## config.mk

```make
export PLATFORM = sky130hd
export DESIGN_NAME = inverse_rotate_flat
export DESIGN_NICKNAME = d
export VERILOG_FILES = /design/src/rtl/inverse_rotate_pkg.sv /design/src/rtl/inverse_rotate_if.sv /design/src/rtl/inverse_rotate_lane_rotr.sv /design/src/rtl/inverse_rotate.sv /design/src/flat_wrapper.sv
export SDC_FILE = /design/constraint.sdc
export NUM_CORES = 1
export LEC_CHECK = 0
export ABC_CLOCK_PERIOD_IN_PS = 6500
export CELL_PAD_IN_SITES_DETAIL_PLACEMENT = 1
export CELL_PAD_IN_SITES_GLOBAL_PLACEMENT = 2
export CORE_ASPECT_RATIO = 1.5
export CORE_MARGIN = 3
export CORE_UTILIZATION = 39
export DETAILED_ROUTE_END_ITERATION = 8
export GPL_TIMING_DRIVEN = 0
export PLACE_DENSITY_LB_ADDON = 0.1
export SYNTH_ARGS = -nofsm -noshare
export SYNTH_HDL_FRONTEND = slang
export SYNTH_HIERARCHICAL = 1
export SYNTH_SLANG_ARGS = --single-unit
export TNS_END_PERCENT = 10
```

## constraint.sdc

```tcl
create_clock -name clk -period 6.5 [get_ports clk]
set_input_delay 1.95 -clock clk [delete_from_list [all_inputs] [get_ports clk]]
set_output_delay 1.95 -clock clk [all_outputs]
set_load 0.005 [all_outputs]
```

## src/rtl/inverse_rotate_pkg.sv

```systemverilog
// Shared constants for the lane-rotation step: geometry, FSM encoding and the
// rho offset table used by both the encoder rotate and its decoder inverse.
package inverse_rotate_pkg;

  localparam int LANE_W    = 64;
  localparam int NUM_LANES = 25;
  localparam int ADDR_W    = 5;
  localparam int AMT_W     = 6;

  typedef enum logic [2:0] {
    ST_IDLE  = 3'd0,
    ST_READ  = 3'd1,
    ST_CAPT  = 3'd2,
    ST_WRITE = 3'd3,
    ST_DONE  = 3'd4
  } state_e;

  function automatic logic [ADDR_W-1:0] lane_index(input int x, input int y);
    return ADDR_W'(5 * y + x);
  endfunction

  // Offsets indexed by lane address 5*y+x; all already reduced mod LANE_W.
  function automatic logic [AMT_W-1:0] rho_offset(input logic [ADDR_W-1:0] lane);
    logic [AMT_W-1:0] r;
    case (lane)
      5'd0:  r = 6'd0;
      5'd1:  r = 6'd1;
      5'd2:  r = 6'd62;
      5'd3:  r = 6'd28;
      5'd4:  r = 6'd27;
      5'd5:  r = 6'd36;
      5'd6:  r = 6'd44;
      5'd7:  r = 6'd6;
      5'd8:  r = 6'd55;
      5'd9:  r = 6'd20;
      5'd10: r = 6'd3;
      5'd11: r = 6'd10;
      5'd12: r = 6'd43;
      5'd13: r = 6'd25;
      5'd14: r = 6'd39;
      5'd15: r = 6'd41;
      5'd16: r = 6'd45;
      5'd17: r = 6'd15;
      5'd18: r = 6'd21;
      5'd19: r = 6'd8;
      5'd20: r = 6'd18;
      5'd21: r = 6'd2;
      5'd22: r = 6'd61;
      5'd23: r = 6'd56;
      5'd24: r = 6'd14;
      default: r = 6'd0;
    endcase
    return r;
  endfunction

endpackage

```

## src/rtl/inverse_rotate_if.sv

```systemverilog
// Controller handshake plus state-memory port for the inverse rotate block.
// The slave modport is the rotate block; master is controller + memory.
interface inverse_rotate_if;
  import inverse_rotate_pkg::*;

  logic              start;
  logic              finish;
  logic              busy;
  logic [ADDR_W-1:0] mem_addr;
  logic              mem_rd;
  logic [LANE_W-1:0] mem_rdata;
  logic              mem_wr;
  logic [LANE_W-1:0] mem_wdata;

  modport master (
    output start, mem_rdata,
    input  finish, busy, mem_addr, mem_rd, mem_wr, mem_wdata
  );

  modport slave (
    input  start, mem_rdata,
    output finish, busy, mem_addr, mem_rd, mem_wr, mem_wdata
  );

endinterface

```

## src/rtl/inverse_rotate_lane_rotr.sv

```systemverilog
// Combinational right rotator for one lane; rotating a doubled copy keeps
// amount 0 a clean pass-through without a full-width shift corner case.
module lane_rotr
  import inverse_rotate_pkg::*;
(
  input  logic [LANE_W-1:0] i_data,
  input  logic [AMT_W-1:0]  i_amt,
  output logic [LANE_W-1:0] o_data
);

  logic [2*LANE_W-1:0] w_shift;

  assign w_shift = {i_data, i_data} >> i_amt;
  assign o_data  = w_shift[LANE_W-1:0];

endmodule

```

## src/rtl/inverse_rotate.sv

```systemverilog
// Decoder inverse of the lane rotation: walks lanes 0..24 in place, reading,
// rotating right by rho and writing back, one lane per three cycles.
//
// state    | meaning
// ST_IDLE  | waiting for a start edge; busy low
// ST_READ  | mem_rd for lane idx
// ST_CAPT  | read data valid; rotated lane captured into r_wdata
// ST_WRITE | mem_wr of r_wdata to lane idx; idx advances
// ST_DONE  | all lanes written; finish set on exit
module inverse_rotate
  import inverse_rotate_pkg::*;
(
  input  logic             clk,
  input  logic             rst,
  inverse_rotate_if.slave  bus
);

  state_e            r_state;
  state_e            w_next;
  logic [ADDR_W-1:0] r_idx;
  logic              r_start_d;
  logic              r_finish;
  logic [LANE_W-1:0] r_wdata;
  logic              w_start_edge;
  logic [LANE_W-1:0] w_rot;

  assign w_start_edge = bus.start & ~r_start_d;

  lane_rotr u_rotr (
    .i_data (bus.mem_rdata),
    .i_amt  (rho_offset(r_idx)),
    .o_data (w_rot)
  );

  always_ff @(posedge clk) begin
    if (rst) r_state <= ST_IDLE;
    else     r_state <= w_next;
  end

  always_comb begin
    w_next = r_state;
    case (r_state)
      ST_IDLE:  if (w_start_edge) w_next = ST_READ;
      ST_READ:  w_next = ST_CAPT;
      ST_CAPT:  w_next = ST_WRITE;
      ST_WRITE: w_next = (r_idx == ADDR_W'(NUM_LANES - 1)) ? ST_DONE : ST_READ;
      ST_DONE:  w_next = ST_IDLE;
      default:  w_next = ST_IDLE;
    endcase
  end

  always_ff @(posedge clk) begin
    if (rst) begin
      r_start_d <= 1'b0;
      r_idx     <= '0;
      r_finish  <= 1'b0;
      r_wdata   <= '0;
    end else begin
      r_start_d <= bus.start;
      case (r_state)
        ST_IDLE: if (w_start_edge) begin
          r_idx    <= '0;
          r_finish <= 1'b0;
        end
        ST_CAPT:  r_wdata <= w_rot;
        ST_WRITE: r_idx   <= r_idx + 1'b1;
        ST_DONE:  r_finish <= 1'b1;
        default: ;
      endcase
    end
  end

  // Address is forced to 0 outside strobe cycles so the bus stays quiet.
  always_comb begin
    bus.mem_rd    = (r_state == ST_READ);
    bus.mem_wr    = (r_state == ST_WRITE);
    bus.mem_addr  = (r_state == ST_READ || r_state == ST_WRITE) ? r_idx : '0;
    bus.mem_wdata = r_wdata;
    bus.busy      = (r_state != ST_IDLE);
    bus.finish    = r_finish;
  end

endmodule
```

## src/flat_wrapper.sv

```systemverilog
// flat-port wrapper written by rule: the top's interface ports become plain ports
module inverse_rotate_flat import inverse_rotate_pkg::*;
  (clk, rst, bus_start, bus_mem_rdata, bus_finish, bus_busy, bus_mem_addr, bus_mem_rd, bus_mem_wr, bus_mem_wdata);
  inverse_rotate_if bus_i ();
  input  logic clk;
  input  logic rst;
  input wire logic [$bits(bus_i.start)-1:0] bus_start;
  input wire logic [$bits(bus_i.mem_rdata)-1:0] bus_mem_rdata;
  output wire logic [$bits(bus_i.finish)-1:0] bus_finish;
  output wire logic [$bits(bus_i.busy)-1:0] bus_busy;
  output wire logic [$bits(bus_i.mem_addr)-1:0] bus_mem_addr;
  output wire logic [$bits(bus_i.mem_rd)-1:0] bus_mem_rd;
  output wire logic [$bits(bus_i.mem_wr)-1:0] bus_mem_wr;
  output wire logic [$bits(bus_i.mem_wdata)-1:0] bus_mem_wdata;
  assign bus_i.start = bus_start;
  assign bus_i.mem_rdata = bus_mem_rdata;
  assign bus_finish = bus_i.finish;
  assign bus_busy = bus_i.busy;
  assign bus_mem_addr = bus_i.mem_addr;
  assign bus_mem_rd = bus_i.mem_rd;
  assign bus_mem_wr = bus_i.mem_wr;
  assign bus_mem_wdata = bus_i.mem_wdata;
  inverse_rotate u_core (.clk(clk), .rst(rst), .bus(bus_i));
endmodule
```

==> impl_metrics.tcl <==
set metrics [dict create \
    outcome "completed" \
    yosysTopAreaCell "mux4_2" \
    crit_family "buffers and inverters" \
    track_usage_pct 28.9 \
    overflow 0 \
    synth_area_mm2 0.00784 \
    clk_pin_slew_ps 70 \
    final_hold_viol_count 0 \
    syn_area_per_cell_um2 12.3 \
    num_rows 62 \
    syn-num-nets 714 \
    ys.flop_type "dfxtp_1" \
    cp.required_ps 6770 \
    fin_skew_ps 10.8 \
    slew_viol_final 0 \
    cts_max_level 3 \
    die-area_mm2 0.0219 \
    layout_setup_ws_ps 2260 \
    die_h_um 180 \
    cp_max_fo 10 \
    relSlewSlack_pct 37.7 \
    min_path_type "reg -> reg" \
    post_cts_resized 0 \
    yosysMostFrequentCell "mux4_2" \
    place.gp.congestion 1.03 \
    hold_buffers 0 \
    nNetsFinal 864 \
    wl_per_cell_um 29.2 \
    detail-route-antenna-nets 0 \
    clk_latency_ps 350 \
    drv_cap 0 \
    path_buf_inv 2 \
    rsz0062_at_grt "no" \
    post-route-period-util_pct 65.2 \
    fin_crit_ps 4240 \
    async_flop_share_pct 0 \
    die_w_um 122 \
    p_leak_uw 0.00291 \
    irDropWorstVdd_mv 0.119 \
    crit_chain "clkdlybuf4s50_1, clkbuf_1, or3_1, ha_1, and3_4, or4_4, o211ai_2" \
    yosysTopAreaCellShare_pct 54.3 \
    drt_pass1_iterations 5 \
    synth-seq-cells 80 \
    io_buffers 139 \
    grt_pass1_wl_um 47600 \
    dp_slack_ps 1930 \
    cts_max_path_buffers 2 \
    ys_top_cells_by_count "189 x mux4_2, 136 x nand2_1, 80 x dfxtp_1" \
    drive_gt1_share_pct 29.7 \
    initial_core_util_pct 40.3 \
    finalWirelength_um 30700 \
    worst_pin_slew_ps 926 \
    place_hpwl_um 25400 \
    drc 0 \
    grt_pass1_vias 7579 \
    vias 7052 \
    yosysSeqAreaShare_pct 20.4 \
    synth_edf_count 0 \
    cts_setup_buffers 0 \
    setup_viol 0 \
    ys_types 52 \
    cts_root_buffer "clkbuf_16" \
    via_per_inst 6.70 \
    start_kind "input port" \
    yosysWarningCount 6 \
    synthCells 640 \
    final.setup.tns_ps 0 \
    fp.coreArea_mm2 0.0195 \
    synth.top_cells.by_area "mux4_2 54%, dfxtp_1 20%, nand2_1 6.5%, a21oi_1 4.5%, clkbuf_1 1.8%" \
    cp_slowest_cell "clkbuf_1" \
    cts_buffers 9 \
    critPathKind "in -> reg" \
    worst_setup_path_end_kind "flop" \
    cp_slowest_stage_delay_ps 610 \
    power.density_mw_per_mm2 174 \
    antenna_found_initial 1 \
    drtIter0Drc 583 \
    cts_sinks 80 \
    max_freq_mhz 236 \
    synthToLayoutAreaGrowth_pct 26.1 \
    worstPathArrival_ps 4510 \
    cts_tree "yes" \
    ioPinCount 140 \
    grt_max_degree 17 \
]
[worst paths after layout]
path | from | end | slack [ps] | depth (start not counted)
worst max-delay path | rst | flop | 2260 | 7
worst min-delay path | u_core/bus.mem_wdata[30]$_SDFFE_PP0P_ | u_core/bus.mem_wdata[30]$_SDFFE_PP0P_ | 460 | 2
worst min register to register | u_core/bus.mem_wdata[30]$_SDFFE_PP0P_ | u_core/bus.mem_wdata[30]$_SDFFE_PP0P_ | 460 | 2
worst max register to register | flop | u_core/bus.mem_wdata[60]$_SDFFE_PP0P_ | 3420 | 7
[power by group]
group          total (uW)  switching, uW  internal, uW  leakage, uW
clock                 575            231           345     0.000160
sequential            564           25.4           538     0.000650
combinational         584            299           285      0.00210
[area by class of cell]
cell class / instances / area (um^2)
Antenna cell: 1 / 2.50
Buffer: 69 / 387
Clock buffer: 9 / 225
Clock inverter: 7 / 108
Fill cell: 2060 / 9580
Inverter: 10 / 37.5
Multi-Input combinational cell: 481 / 5810
Sequential cell: 80 / 1600
Tap cell: 256 / 320
Timing Repair Buffer: 139 / 1390
[worst register-to-register path, delay by kind of cell, from the launching register on]
family	cells	cell delay, ps
multiplexers	3	1630
AND/OR/NAND/NOR	1	130
buffers and inverters	2	780
AO/OA/AOI/OAI	1	70
flip-flops	1	310
[state kept, by name, indices dropped and copies added, names as in the netlist, named ones only]
name,cells
u_core/bus.mem_wdata,64
u_core/r_idx,5
u_core/r_state,3
u_core/bus.finish,1
u_core/r_start_d,1
[per-layer routing]
| layer | wire [um] | share of wire, % | vias up | GRT usage (%) |
|---|---|---|---|---|
| li1 | - | - | 2912 | - |
| met1 | 9950 | 32 | 3604 | 32.2 |
| met2 | 16500 | 54 | 431 | 51.7 |
| met3 | 2230 | 7.3 | 105 | 4.50 |
| met4 | 1950 | 6.4 | 0 | 15.7 |
| met5 | 0 | 0 | - | 0 |
[through the flow]
step	cells	utilization, %	hold slack (ps)	area, um^2	power, uW
5_1_grt	1052	50.8	481	9890	1810
3_3_place_gp	1035	49.1	448	9550	1140
3_5_place_dp	1035	49.1	450	9550	1150
4_1_cts	1051	50.8	460	9880	1740
2_1_floorplan	640	-	453	7840	872
6_report	1052	50.8	455	9890	1720
[layout by cell type, fill, tap and decap left out, drive strengths merged, types with 2 or more instances in the layout]
master / synthesis / final
mux4: 192 / 192
clkdlybuf4s50: 0 / 139
nand2: 136 / 136
dfxtp: 80 / 80
a21oi: 72 / 72
clkbuf: 37 / 46
buf: 32 / 32
inv: 10 / 14
nor2: 9 / 9
nor3: 9 / 9
and3: 8 / 8
ha: 7 / 7
nand3: 5 / 5
a31oi: 3 / 3
a211oi: 3 / 3
o211ai: 3 / 3
bufinv: 0 / 2
a22oi: 2 / 2
or3: 2 / 2
mux2i: 2 / 2
nand4b: 2 / 2
o31ai: 2 / 2
o21ai: 2 / 2
or4b: 2 / 2
nor4: 2 / 2
or4: 2 / 2
mux2: 2 / 2
[kinds of logic after synthesis]
| group | count (synthesis) | share of synthesized area [%] |
|---|---|---|
| AND/OR/NAND/NOR | 184 | 10.3 |
| adder cells (fa/ha/maj) | 7 | 1.12 |
| XOR/XNOR | 1 | 0.112 |
| buffers and inverters | 79 | 5.41 |
| multiplexers | 196 | 55.8 |
| AO/OA/AOI/OAI | 93 | 6.75 |
| flip-flops | 80 | 20.4 |
No activity file was read; power rests on OpenSTA's default activity.
